`src/rtl/hififo_pkg.sv`:
```
// rtl/hififo_pkg.sv - shared widths, credit width and round-robin pick function
package hififo_pkg;

    localparam int DEF_AMSB = 63;
    localparam int DEF_TMSB = 3;
    localparam int CREDIT_W = 8;
    localparam int MAX_NCH  = 16;

    typedef struct packed {
        logic       found;
        logic [3:0] idx;
    } rr_pick_t;

    // Scans downward in distance so the closest channel after last wins.
    function automatic rr_pick_t rr_pick(input logic [MAX_NCH-1:0] mask,
                                         input logic [3:0] last,
                                         input int nch);
        rr_pick_t r;
        int       c;
        r = '0;
        for (int k = MAX_NCH; k >= 1; k--) begin
            if (k <= nch) begin
                c = (int'(last) + k) % nch;
                if (mask[c[3:0]]) begin
                    r.found = 1'b1;
                    r.idx   = c[3:0];
                end
            end
        end
        return r;
    endfunction

endpackage

```
`src/rtl/hififo_rr_pick.sv`:
```
// rtl/hififo_rr_pick.sv - combinational round-robin priority picker
module hififo_rr_pick
    import hififo_pkg::*;
#(
    parameter  int NCH = 4,
    localparam int IW  = (NCH > 1) ? $clog2(NCH) : 1
) (
    input  logic [NCH-1:0] mask,
    input  logic [IW-1:0]  last,
    output logic [IW-1:0]  idx,
    output logic           found
);

    rr_pick_t r;

    always_comb begin
        r     = rr_pick(MAX_NCH'(mask), 4'(last), NCH);
        idx   = r.idx[IW-1:0];
        found = r.found;
    end

endmodule

```
`src/rtl/hififo_request_arbiter.sv`:
```
// rtl/hififo_request_arbiter.sv - round-robin read-request arbiter with credit limit
module hififo_request_arbiter
    import hififo_pkg::*;
#(
    parameter int NCH    = 4,
    parameter int AMSB   = DEF_AMSB,
    parameter int TMSB   = DEF_TMSB,
    parameter int MAXOUT = 8
) (
    input  logic                    clock,
    input  logic                    reset,
    input  logic [NCH*(AMSB+1)-1:0] req_addr,
    input  logic [NCH-1:0]          req_valid,
    output logic [NCH-1:0]          req_ack,
    output logic [AMSB:0]           out_addr,
    output logic [TMSB:0]           out_tag,
    output logic                    out_valid,
    input  logic                    out_ready,
    input  logic                    cpl_done,
    output logic [CREDIT_W-1:0]     outstanding
);

    localparam int AW = AMSB + 1;
    localparam int TW = TMSB + 1;
    localparam int IW = (NCH > 1) ? $clog2(NCH) : 1;

    logic [IW-1:0]  last_q;
    logic [IW-1:0]  pick_idx;
    logic           pick_found;
    logic [NCH-1:0] eligible;
    logic           slot_free;
    logic           credit_ok;
    logic           grant;
    logic           cpl_take;

    // A channel being acked this cycle still shows its old request; mask it.
    assign eligible  = req_valid & ~req_ack;
    assign slot_free = ~out_valid | out_ready;
    assign credit_ok = outstanding < CREDIT_W'(MAXOUT);
    assign grant     = slot_free & pick_found & credit_ok;
    assign cpl_take  = cpl_done & (outstanding != '0);

    hififo_rr_pick #(.NCH(NCH)) u_pick (
        .mask  (eligible),
        .last  (last_q),
        .idx   (pick_idx),
        .found (pick_found)
    );

    always_ff @(posedge clock) begin
        if (reset) begin
            req_ack     <= '0;
            out_addr    <= '0;
            out_tag     <= '0;
            out_valid   <= 1'b0;
            last_q      <= IW'(NCH - 1);
            outstanding <= '0;
        end else begin
            req_ack <= '0;
            if (grant) begin
                out_addr          <= req_addr[int'(pick_idx)*AW +: AW];
                out_tag           <= TW'(pick_idx);
                out_valid         <= 1'b1;
                req_ack[pick_idx] <= 1'b1;
                last_q            <= pick_idx;
            end else if (out_ready) begin
                out_valid <= 1'b0;
            end
            case ({grant, cpl_take})
                2'b10:   outstanding <= outstanding + CREDIT_W'(1);
                2'b01:   outstanding <= outstanding - CREDIT_W'(1);
                default: outstanding <= outstanding;
            endcase
        end
    end

endmodule

```
`config.mk`:
```
export PLATFORM = sky130hd
export DESIGN_NAME = hififo_request_arbiter
export DESIGN_NICKNAME = d
export VERILOG_FILES = /design/src/rtl/hififo_pkg.sv /design/src/rtl/hififo_rr_pick.sv /design/src/rtl/hififo_request_arbiter.sv
export SDC_FILE = /design/constraint.sdc
export NUM_CORES = 1
export LEC_CHECK = 0
export BUFFER_PORTS_ARGS = -buffer_cell sky130_fd_sc_hd__clkbuf_2
export CORE_AREA = 2 2 135 137
export CTS_CLUSTER_SIZE = 20
export DETAILED_ROUTE_END_ITERATION = 12
export DIE_AREA = 0 0 137 139
export SLEW_MARGIN = 40
export SYNTH_ARGS = -nofsm -noshare
export SYNTH_HDL_FRONTEND = slang
export SYNTH_SLANG_ARGS = --single-unit
```
`constraint.sdc`:
```
create_clock -name clock -period 8.12 [get_ports clock]
set_input_delay 1.624 -clock clock [delete_from_list [all_inputs] [get_ports clock]]
set_output_delay 1.624 -clock clock [all_outputs]
set_load 0.01 [all_outputs]
```
==> flow_summary.toml <==
[placement]
io_buffers = 342
gp_congestion = 0.851
place_inst = 1205
place_ws_ns = 2.99
hpwl_um = 15400

[routing]
wire_per_inst_um = 17.2
avgViaCountPerCell = 5.37
firstDrtPassIters = 5
first_iter_violations = 311
drcViolationCount = 0
drt_wl_total_um = 21000
ant_nets = 0
vias = 6550

[timing]
fin_skew_ns = 0.0103
setup_viol = 0
period_minus_slack_ns = 4.85
drv_slew = 0
rsz0062_at_grt = "no"
fin_tns_setup_ns = 0
post-route-period-util_pct = 59.7
tightest_slew_ns = 0.744
setup_ws_ns = 3.27
hold_viol = 0
max-slew-margin-rel_pct = 50.4
fmax_mhz = 206

[global_route]
grt_pass1_vias = 6345
antenna_found_initial = 0
grt_max_degree = 62
grt_overflow = 0
grt_pass1_wl_um = 32200
grtUsageTotal_pct = 21.3

[die]
placeableCoreArea_sq_um = 17700
die_w_um = 137
ios = 345
rows = 49
initial_core_util_pct = 29.9
dieHeight_um = 139
die-area_sq_um = 19000

[synth]
syn_inst = 692
synth_edf_count = 0
synth.distinct_cells = 52
yosysSeqAreaShare_pct = 30.7
async_flop_share_pct = 0
netlist_area_sq_um = 5280
synth_top_area_share_pct = 30.7
synthFlopType = "dfxtp_1"
synth-seq-cells = 81
yosysTopAreaCell = "dfxtp_1"
yosysWarnings = 0
yosys-top-cells-area = "dfxtp_1 31%, o21ai_0 8.7%, a311oi_1 5.6%, a21o_1 4.8%, a22oi_1 4.3%"
synth_area_per_cell_sq_um = 7.63

[finish]
drive_above_1_share_pct = 38.8
mostFrequentLayoutCells = "342 x clkbuf_2, 92 x o21ai_0, 81 x dfxtp_1"
final_cell_count_no_fill = 1219
syn2layout_area_growth_pct = 39.7
layout_commonest_cell = "clkbuf_2"
diodes = 0
nets = 1259
fillerInstances = 1873

[cts]
numCtsBuffers = 9
cts_resized = 0
clk_latency_ns = 0.34
cts-root-buf = "clkbuf_16"
clk_pin_slew_ns = 0.06
clockBufferDepth = 2
h-tree-depth = 3
cts_tree = "yes"
postCtsHoldBufs = 0
cts_setup_buffers = 0
cts_sinks = 81

[setup_path]
worst_setup_path_start_kind = "input pin"
end_kind = "register"
critPathMaxFanout = 43
cp.arrival_ns = 5.05
criticalPathCategory = "in -> reg"
cp.required_ns = 8.32

[power]
peakVddDrop_v = 0.000228
p_total_w = 0.00293
power_density_nw_per_um2 = 398
p_leak_nw = 3.53

[status]
status = "complete, no violations"

[run]
max-cap-violations = 0

[hold_path]
min_path_type = "reg -> reg"
[synth_stat cells (2+ instances only)]
library cell	instances
o21ai_0	92
dfxtp_1	81
nor2_1	49
a21oi_1	43
clkbuf_1	43
o21ai_1	42
nand3_1	38
a21o_1	34
a311oi_1	34
and3_1	33
a31oi_1	32
a22oi_1	30
a21boi_1	21
buf_2	17
a21boi_0	11
inv_1	9
nor3_1	8
buf_4	7
ha_1	7
buf_6	6
nor2b_1	6
nand2_1	5
nand2b_1	5
a211oi_1	3
o211ai_1	3
xor2_1	3
mux2i_1	2
nor3b_1	2
o2111ai_1	2
o211a_1	2
[critical path, cell delays in order]
cell      delay (ns)
clkbuf_2        0.10
nand2b_1        0.24
nand2_1         0.15
o211a_4         0.44
inv_2           0.59
ha_1            0.45
inv_1           0.13
fa_1            0.39
nor2b_1         0.16
o21ai_0         0.12
a21boi_0        0.40
or3_1           0.18
a21oi_1         0.06
[metal layers]
layer | global-route usage (%) | vias to the layer above | routed length (um)
met5 | 0 | - | 0
met4 | 8.52 | 0 | 549
met3 | 4.57 | 37 | 1590
met2 | 37.6 | 287 | 10200
met1 | 24.7 | 3022 | 8620
li1 | - | 3204 | -
[final timing paths]
check                 start              to  slack, ns  cells after the start
max            req_valid[1]  outstanding[4]       3.27                     13
min              out_tag[1]      out_tag[1]       0.47                      2
max reg2reg  outstanding[5]  outstanding[4]       3.97                     11
min reg2reg      out_tag[1]      out_tag[1]       0.47                      2
[layout make-up]
cell class | count | area, sq um | share of cell area, %
multi-input combinational | 528 | 3290 | 44.6
clock inverter | 3 | 42.5 | 0.577
timing repair buffer | 357 | 1850 | 25.1
clock buffer | 11 | 243 | 3.29
tap | 229 | 287 | 3.88
sequential | 81 | 1620 | 22.0
inverter | 10 | 37.5 | 0.509
[sequential cells by signal (all words and copies together) (netlist names)]
| signal | count |
|---|---|
| last_q | 2 |
| out_tag | 2 |
| out_addr | 64 |
| out_valid | 1 |
| req_ack | 4 |
| outstanding | 8 |
[per-stage QoR]
| stage | cell area, sq um | utilization [%] | hold WS (ns) |
|---|---|---|---|
| 5_1_grt | 7380 | 41.8 | 0.517 |
| 3_5_place_dp | 7090 | 40.2 | 0.457 |
| 2_1_floorplan | 5290 | - | 0.481 |
| 6_report | 7380 | 41.8 | 0.466 |
| 4_1_cts | 7380 | 41.8 | 0.469 |
| 3_3_place_gp | 7040 | 39.9 | 0.445 |
[report_power, final]
part,internal (W),leakage [nW],total [W],switching (W)
clock,0.000243,0.137,0.000407,0.000164
sequential,0.000563,0.671,0.000654,0.0000915
combinational,0.000694,2.72,0.00187,0.00118
total,0.00150,3.53,0.00293,0.00143
[logic make-up (layout without fill, tap and decap cells)]
family	after synthesis	after routing	synth area share [%]
flip-flops	81	81	30.7
adder cells (fa/ha/maj)	8	8	2.04
XOR/XNOR	3	3	0.498
AND/OR/NAND/NOR	154	154	15.1
other	1	2	0.0710
buffers and inverters	84	381	7.72
AO/OA/AOI/OAI	358	358	43.3
multiplexers	3	3	0.592
(Power assumes the default switching activity.)
